==> src/rtl/shared_timer_arbiter.sv <==
// shared_timer_arbiter: one countdown timer shared by NUM_REQ requesters.
// The owner is picked round-robin in IDLE and the count runs down on tick.
// The owner gets a one-cycle done pulse when the count expires. It can also
// abort by dropping its req while the timer is running.
// Optional macro SHARED_TIMER_FIXED_PRIORITY_EN: lowest index always wins and
// the round-robin pointer is removed.
module shared_timer_arbiter #(
  parameter int unsigned NUM_REQ = 4,
  parameter int unsigned WIDTH   = 17
) (
  input  logic                     clock,
  input  logic                     reset,
  input  logic [NUM_REQ-1:0]       req,
  input  logic [NUM_REQ*WIDTH-1:0] duration,
  input  logic                     tick,
  output logic [NUM_REQ-1:0]       grant,
  output logic [NUM_REQ-1:0]       done,
  output logic                     busy,
  output logic [WIDTH-1:0]         remaining
);

  localparam int unsigned PTR_W = (NUM_REQ > 1) ? $clog2(NUM_REQ) : 1;

  typedef enum logic [1:0] {
    ST_IDLE = 2'd0,
    ST_RUN  = 2'd1,
    ST_DONE = 2'd2
  } state_t;

  state_t             state_q, state_d;
  logic [NUM_REQ-1:0] grant_q, grant_d;
  logic [NUM_REQ-1:0] done_q, done_d;
  logic               busy_q, busy_d;
  logic [WIDTH-1:0]   remaining_q, remaining_d;

  logic [PTR_W-1:0]   winner;
  logic [WIDTH-1:0]   dur_sel;
  logic               owner_req;

`ifndef SHARED_TIMER_FIXED_PRIORITY_EN
  logic [PTR_W-1:0]     rr_ptr_q, rr_ptr_d;
  logic [PTR_W-1:0]     owner_idx, owner_next;
  logic [2*NUM_REQ-1:0] req_dbl;
  logic [NUM_REQ-1:0]   req_rot;
  logic [PTR_W-1:0]     off;
  logic [PTR_W:0]       sum;

  // Round-robin pick: rotate req so rr_ptr sits at bit 0, take the lowest set bit.
  always_comb begin
    req_dbl = {req, req};
    req_rot = NUM_REQ'(req_dbl >> rr_ptr_q);
    off     = '0;
    for (int i = int'(NUM_REQ) - 1; i >= 0; i--) begin
      if (req_rot[i]) off = PTR_W'(i);
    end
    sum    = {1'b0, rr_ptr_q} + {1'b0, off};
    winner = (sum >= (PTR_W+1)'(NUM_REQ)) ? PTR_W'(sum - (PTR_W+1)'(NUM_REQ))
                                          : sum[PTR_W-1:0];
  end

  // Index of the current owner and the slot after it, for the next search start.
  always_comb begin
    owner_idx = '0;
    for (int i = 0; i < int'(NUM_REQ); i++) begin
      if (grant_q[i]) owner_idx = PTR_W'(i);
    end
    owner_next = (owner_idx == PTR_W'(NUM_REQ - 1)) ? '0 : owner_idx + PTR_W'(1);
  end
`else
  // Fixed-priority pick: lowest set index wins.
  always_comb begin
    winner = '0;
    for (int i = int'(NUM_REQ) - 1; i >= 0; i--) begin
      if (req[i]) winner = PTR_W'(i);
    end
  end
`endif

  // Select the winner's duration slice; it is only used at the grant edge.
  always_comb begin
    dur_sel = '0;
    for (int i = 0; i < int'(NUM_REQ); i++) begin
      if (winner == PTR_W'(i)) dur_sel = duration[i*WIDTH +: WIDTH];
    end
  end

  // Owner still requesting; req bits of non-owners are masked off.
  always_comb owner_req = |(req & grant_q);

  // Next-state and output logic.
  always_comb begin
    state_d     = state_q;
    grant_d     = grant_q;
    done_d      = '0;
    busy_d      = busy_q;
    remaining_d = remaining_q;
`ifndef SHARED_TIMER_FIXED_PRIORITY_EN
    rr_ptr_d    = rr_ptr_q;
`endif
    case (state_q)
      ST_IDLE: begin
        if (|req) begin
          grant_d     = {{(NUM_REQ-1){1'b0}}, 1'b1} << winner;
          remaining_d = dur_sel;
          busy_d      = 1'b1;
          state_d     = ST_RUN;
        end
      end
      ST_RUN: begin
        if (!owner_req) begin
          grant_d     = '0;
          remaining_d = '0;
          busy_d      = 1'b0;
          state_d     = ST_IDLE;
`ifndef SHARED_TIMER_FIXED_PRIORITY_EN
          rr_ptr_d    = owner_next;
`endif
        end else if (remaining_q == '0) begin
          done_d  = grant_q;
          state_d = ST_DONE;
        end else if (tick) begin
          remaining_d = remaining_q - WIDTH'(1);
        end
      end
      ST_DONE: begin
        grant_d     = '0;
        remaining_d = '0;
        busy_d      = 1'b0;
        state_d     = ST_IDLE;
`ifndef SHARED_TIMER_FIXED_PRIORITY_EN
        rr_ptr_d    = owner_next;
`endif
      end
      default: begin
        grant_d     = '0;
        remaining_d = '0;
        busy_d      = 1'b0;
        state_d     = ST_IDLE;
      end
    endcase
  end

  // State and output registers.
  always_ff @(posedge clock or posedge reset) begin
    if (reset) begin
      state_q     <= ST_IDLE;
      grant_q     <= '0;
      done_q      <= '0;
      busy_q      <= 1'b0;
      remaining_q <= '0;
    end else begin
      state_q     <= state_d;
      grant_q     <= grant_d;
      done_q      <= done_d;
      busy_q      <= busy_d;
      remaining_q <= remaining_d;
    end
  end

`ifndef SHARED_TIMER_FIXED_PRIORITY_EN
  // Round-robin search start pointer.
  always_ff @(posedge clock or posedge reset) begin
    if (reset) rr_ptr_q <= '0;
    else       rr_ptr_q <= rr_ptr_d;
  end
`endif

  assign grant     = grant_q;
  assign done      = done_q;
  assign busy      = busy_q;
  assign remaining = remaining_q;

endmodule
==> config.mk <==
export PLATFORM = sky130hd
export DESIGN_NAME = shared_timer_arbiter
export DESIGN_NICKNAME = d
export VERILOG_FILES = /design/src/rtl/shared_timer_arbiter.sv
export SDC_FILE = /design/constraint.sdc
export NUM_CORES = 1
export LEC_CHECK = 0
export BUFFER_PORTS_ARGS = -buffer_cell sky130_fd_sc_hd__buf_4
export CORE_MARGIN = 2
export CORE_UTILIZATION = 25
export CTS_CLUSTER_SIZE = 30
export DETAILED_ROUTE_END_ITERATION = 10
export GPL_TIMING_DRIVEN = 0
export HOLD_SLACK_MARGIN = 0.03
export MAX_ROUTING_LAYER = met4
export PLACE_DENSITY_LB_ADDON = 0.08
export SKIP_LAST_GASP = 1
export SLEW_MARGIN = 20
export SYNTH_ARGS = -nofsm -noshare
export SYNTH_HDL_FRONTEND = slang
export SYNTH_SLANG_ARGS = --single-unit
==> constraint.sdc <==
create_clock -name clock -period 3.4 [get_ports clock]
set_input_delay 0.51 -clock clock [delete_from_list [all_inputs] [get_ports clock]]
set_output_delay 0.51 -clock clock [all_outputs]
set_load 0.1 [all_outputs]
# --- Word level (Yosys, flattened, before mapping) ---
# Index checks and enable logic that the tools add are counted.
op_classes:
  add_sub_neg: 4
  mul: 0
  div_mod_pow: 0
  n_lt_le_gt_ge: 1
  eq_ne: 11
  shift: 2
  mux: 33
  n_bitwise: 1
  reduce_logical: 10
op_table:
  columns: ["cell", "count"]
  rows:
  - ["2-to-1 mux 17 bit", 8]
  - ["case mux 17 bit (2 select lines)", 1]
  - ["2-to-1 mux 2 bit", 12]
  - ["2-to-1 mux 4 bit", 5]
  - ["zero test 17 bit", 1]
  - ["subtractor 17 x 1 -> 17 bit, second input constant", 1]
  - ["inequality test 3 bit, second input constant", 3]
  - ["== test 2 bit, second input constant", 4]
  - ["case mux 2 bit (2 select lines)", 2]
  - ["case mux 4 bit (2 select lines)", 1]
  - ["OR reduction 4 bit", 2]
  - [">> shifter 8 x 2 -> 4 bit", 1]
  - ["AND reduction 2 bit", 3]
  - ["AND 4 bit", 1]
  - ["== test 2 x 1 -> 1 bit, second input constant", 2]
  - ["zero test 2 bit", 2]
  - ["inequality test 2 bit, second input constant", 2]
  - ["left shift 1 x 2 -> 4 bit, first input constant", 1]
  - ["adder 2 x 2 -> 3 bit", 1]
  - ["greater-or-equal comparator 3 bit, second input constant", 1]
  - ["2-to-1 mux 1 bit", 3]
  - ["AND reduction 3 bit", 1]
  - ["adder 2 x 1 -> 2 bit, second input constant", 1]
  - ["case mux 1 bit (2 select lines)", 1]
  - ["other kinds (2)", 2]
word_totals:
  regBits: 30
  latch_bits: 0
  ramBits: 0
  romBits: 0
  inputBits: 75
  n_memories: 0

# --- Depth between registers and ports, before layout ---
logic_depth:
  depth_word: 15
  mapped_depth: 13

# --- Least setup slack after synthesis ---
# Ideal clock, no wire load.
synth_path:
  path_type: "input to register"
  start: "in req[1]"
  end: "reg remaining_q[16], in the netlist remaining[16]"
  setup_ps: 87
  t_arrival_ps: 2805
  setup_slack_ps: 508
  path_stages: 11
  n_path_buf: 2
  cell_sequence: "clkbuf_1 o22ai_1 o21ai_0 o221ai_1 ha_1 inv_1 nor4_1 clkbuf_1 nand2_1 mux2_2 o211ai_1"
synth_between:
  elab_chain_cells: 15
  word_cells_on_any_way: 27
synth_lines:
  columns: ["item", "line", "source"]
  rows:
  - ["start: declaration", "13", "input logic [NUM_REQ-1:0] req,"]
  - [">> shifter 8 x 2 -> 4 bit", "51", "req_rot = NUM_REQ'(req_dbl >> rr_ptr_q);"]
  - ["2-to-1 mux 2 bit (4 in a row)", "54", "if (req_rot[i]) off = PTR_W'(i);"]
  - ["adder 2 x 2 -> 3 bit", "56", "sum = {1'b0, rr_ptr_q} + {1'b0, off};"]
  - ["greater-or-equal comparator 3 bit / subtractor 2 x 1 -> 2 bit (equally long branches)", "57", "winner = (sum >= (PTR_W+1)'(NUM_REQ)) ? PTR_W'(sum - (PTR_W+1)'(NUM_REQ))"]
  - ["2-to-1 mux 2 bit", "57", null]
  - ["zero test 2 bit", "83", "if (winner == PTR_W'(i)) dur_sel = duration[i*WIDTH +: WIDTH];"]
  - ["2-to-1 mux 17 bit (4 in a row)", "83", null]
  - ["2-to-1 mux 17 bit", "102", "if (|req) begin"]
  - ["case mux 17 bit (2 select lines)", "100", "case (state_q)"]
  - ["end signal: assignment", "156", "remaining_q <= remaining_d;"]
  - ["end: declaration", "34", "logic [WIDTH-1:0] remaining_q, remaining_d;"]
# Parallel ways exist; a longest one is shown, timed or not. The select of a mux whose other input is x is not followed.
# A chain may end at the register's enable or synchronous reset.

# --- Worst setup path in the final report ---
layout_path:
  start: "reg rr_ptr_q[0]"
  end: "reg remaining_q[2], in the netlist remaining[2]"
layout_between:
  elab_chain_cells: 15
  word_cells_on_any_way: 19
layout_lines:
  columns: ["item", "line", "source"]
  rows:
  - ["start: declaration", "41", "logic [PTR_W-1:0] rr_ptr_q, rr_ptr_d;"]
  - ["start signal: assignment", "164", "else rr_ptr_q <= rr_ptr_d;"]
  - [">> shifter 8 x 2 -> 4 bit", "51", null]
  - ["2-to-1 mux 2 bit (4 in a row)", "54", null]
  - ["adder 2 x 2 -> 3 bit *", "56", null]
  - ["greater-or-equal comparator 3 bit / subtractor 2 x 1 -> 2 bit (equally long branches)", "57", null]
  - ["2-to-1 mux 2 bit *", "57", null]
  - ["zero test 2 bit", "83", null]
  - ["2-to-1 mux 17 bit (3 in a row)", "83", null]
  - ["2-to-1 mux 17 bit *", "83", null]
  - ["2-to-1 mux 17 bit *", "102", null]
  - ["case mux 17 bit (2 select lines) *", "100", null]
# Every way passes the cells marked *; elsewhere a longest branch is shown, timed or not. The select of a mux whose other input is x is not followed.

==> results.toml <==
[status]
status = "finished, final reports clean"

[pwr]
p_leak_nw = 1.529
p_comb_frac = 0.728
power.total_w = 0.003522
powerDensity_nw_per_um2 = 1025
seqPwrFrac = 0.183
internal-power_w = 0.001490
switching_share = 0.5770
clock_power_share = 0.089
vdd_drop_max_v = 0.0003818
switching_power_w = 0.002032

[logic_synthesis]
synthTopCellsByArea = "dfrtp_1, mux2i_1, nand2_1"
synthDistinctLibCells = 59
yosysTopAreaCell = "dfrtp_1"
synth_warnings = 0
syn-num-nets = 361
synth_edf_count = 0
synthFlopType = "dfrtp_1"
synth.top_cell.area_share = 0.3088
synth-seq-cells = 30
synth-async-reset-ratio = 1.000
avgSynthCellArea_um2 = 8.590
synthCells = 283
ys_seq_area_frac = 0.3088
syn_area_um2 = 2431

[floorplan]
core_um2 = 9328
die-area_um2 = 10530
start_util = 0.2606
die_w_um = 102.6
die-height_um = 102.6
io_pins = 101
num_rows = 35

[worst_setup_path]
reg2reg_depth = 12
cp_data_required_time_ns = 3.54
path_class = "reg2reg"
crit-reg2reg-launch = "rr_ptr_q[0]"
r2r_slack_ns = 0.30
cp_max_fo = 10
cp.arrival_ns = 3.24
reg2reg_to = "remaining[2]"
endpoint_kind = "flop"
startpoint_type = "flop"

[placed_design]
hpwl_um = 6670
gp_congestion = 0.8359
place_area_um2 = 3327
port_buffers = 97

[cells_and_area]
stdcell_area_um2 = 3436
final_cell_mix = "buf_4, nand2_1, dfrtp_1"
area_delta_synth_final_pct = 41.33
drive_above_1_share = 0.3557
nNetsFinal = 465
diodes = 0
mostFrequentLayoutCell = "buf_4"

[flow_run]
cap_violations = 0

[clocking]
cts_buffer_depth = 2
clock_latency_ns = 0.29
cts.sink_count = 30
clkTransAtPathRegs_ns = 0.08
htreeDepth = 2
numCtsBuffers = 5
cts_tree = "done"
cts_root_buffer = "clkbuf_8"
post-cts-setup-buffers = 0

[drt]
detail_route.vias_per_cell = 4.969
drtIter0Drc = 57
wirelength_um = 8494
wire_per_inst_um = 16.43
firstDrtPassIters = 4
dr_total_vias = 2569
ant_nets = 0
drc = 0

[sta]
clock.fmax_ghz = 0.3225
finalCritPeriodShare = 0.9119
relSlewSlack = 0.3001
setup_violations = 0
finalMaxSlewViolations = 0
worst_clock_skew_ns = 0.009776
hold_viol_final = 0
tightest_slew_ns = 1.040
rsz0062_at_grt = "no"
period_needed_ns = 3.100

[hold_path]
min_path_type = "in2async"

[global_route]
antenna_found_initial = 0
grt_pass1_vias = 2408
globalRouteOverflowTotal = 0
grt_max_degree = 31
grt_pass1_wl_um = 13040
gr-usage-all-layers = 0.1677
==> through the flow <==
step	utilization	setup slack, ns	std cells	hold slack, ns	TNS [ns]
finish	0.3683	0.2997	517	0.3234	0
global route	0.3683	0.03793	517	0.3849	0
CTS	0.3678	0.1224	517	0.3475	0
detailed placement	0.3567	-0.1827	509	0.4781	-0.6372
global placement	0.3560	-0.5206	509	0.4699	-2.576
floorplan	-	0.5081	283	0.5416	0
==> critical path: stages (launching register included) <==
cell,delay [ns]
dfrtp_1,0.40
clkbuf_2,0.19
o311ai_0,0.28
o21ai_0,0.13
o221ai_1,0.10
ha_1,0.23
xor2_1,0.25
nand3_1,0.28
nand2_2,0.23
buf_4,0.23
buf_4,0.25
mux2i_1,0.23
o221ai_1,0.14
==> metal layers <==
metal	part of all wire	wire, um	vias up	GRT usage
met3	0.047	396	12	0.02102
li1	-	-	1294	-
met1	0.48	4090	1186	0.2249
met2	0.45	3828	77	0.2624
met5	0	0	-	-
met4	0.021	178	0	0.05538
==> area by class of cell <==
cell class | count | area (um2)
buffer | 15 | 80.08
clock buffer | 6 | 82.58
clock inverter | 2 | 12.51
fill | 986 | 5892
inverter | 5 | 18.77
multi-input combinational | 233 | 1602
sequential | 30 | 750.7
tap | 129 | 161.4
timing repair buffer | 97 | 728.2
==> registers in the layout, summed over array words and instances, names as in the netlist <==
| name | flops |
|---|---|
| busy | 1 |
| done | 4 |
| grant | 4 |
| remaining | 17 |
| rr_ptr_q | 2 |
| state_q | 2 |
==> power groups by stage <==
stage | Sequential, W | Combinational [W] | Clock [W]
floorplan | 0.00130 | 0.00124 | 0
global placement | 0.000645 | 0.00256 | 0
CTS | 0.000646 | 0.00259 | 0.000323
global route | 0.000671 | 0.00278 | 0.000337
finish | 0.000644 | 0.00256 | 0.000313
detailed placement | 0.000650 | 0.00257 | 0
==> cells in the mapped netlist (5+ instances only) <==
cell and count:
a21o_1 6, a21oi_1 11, and2_1 5, clkbuf_1 9, dfrtp_1 30, inv_1 5
mux2_2 10, mux2i_1 18, nand2_1 37, nand3_1 13, nor2_1 15, nor3_1 10
nor4_1 6, o211ai_1 10, o21ai_0 19
==> what timing repair did <==
item,CTS,global route
resized for setup,1,5
hold buffers,0,0
cloned,0,0
setup endpoints to repair,4,14
==> cells by family (layout without fill, tap and decap cells) <==
kind of cell	Yosys count	count (layout)	synth area share
AND/OR/NAND/NOR	111	111	0.2352
adder cells (fa/ha/maj)	3	3	0.01544
AO/OA/AOI/OAI	87	87	0.2604
flip-flops	30	30	0.3088
buffers and inverters	20	125	0.03963
XOR/XNOR	3	3	0.01081
multiplexers	29	29	0.1297
==> how the worst max path moves through the flow <==
stage | from | depth (start not counted) | slack (ns) | endpoint
final | rr_ptr_q[0] | 12 | 0.30 | remaining[2]
after global routing | rr_ptr_q[0] | 12 | 0.04 | remaining[2]
after CTS | rr_ptr_q[0] | 12 | 0.12 | remaining[16]
after detailed placement | req[1] | 11 | -0.18 | remaining[16]
after global placement | req[1] | 11 | -0.52 | remaining[11]
after floorplan | req[1] | 11 | 0.51 | remaining[16]
(Power assumes the default switching activity.)
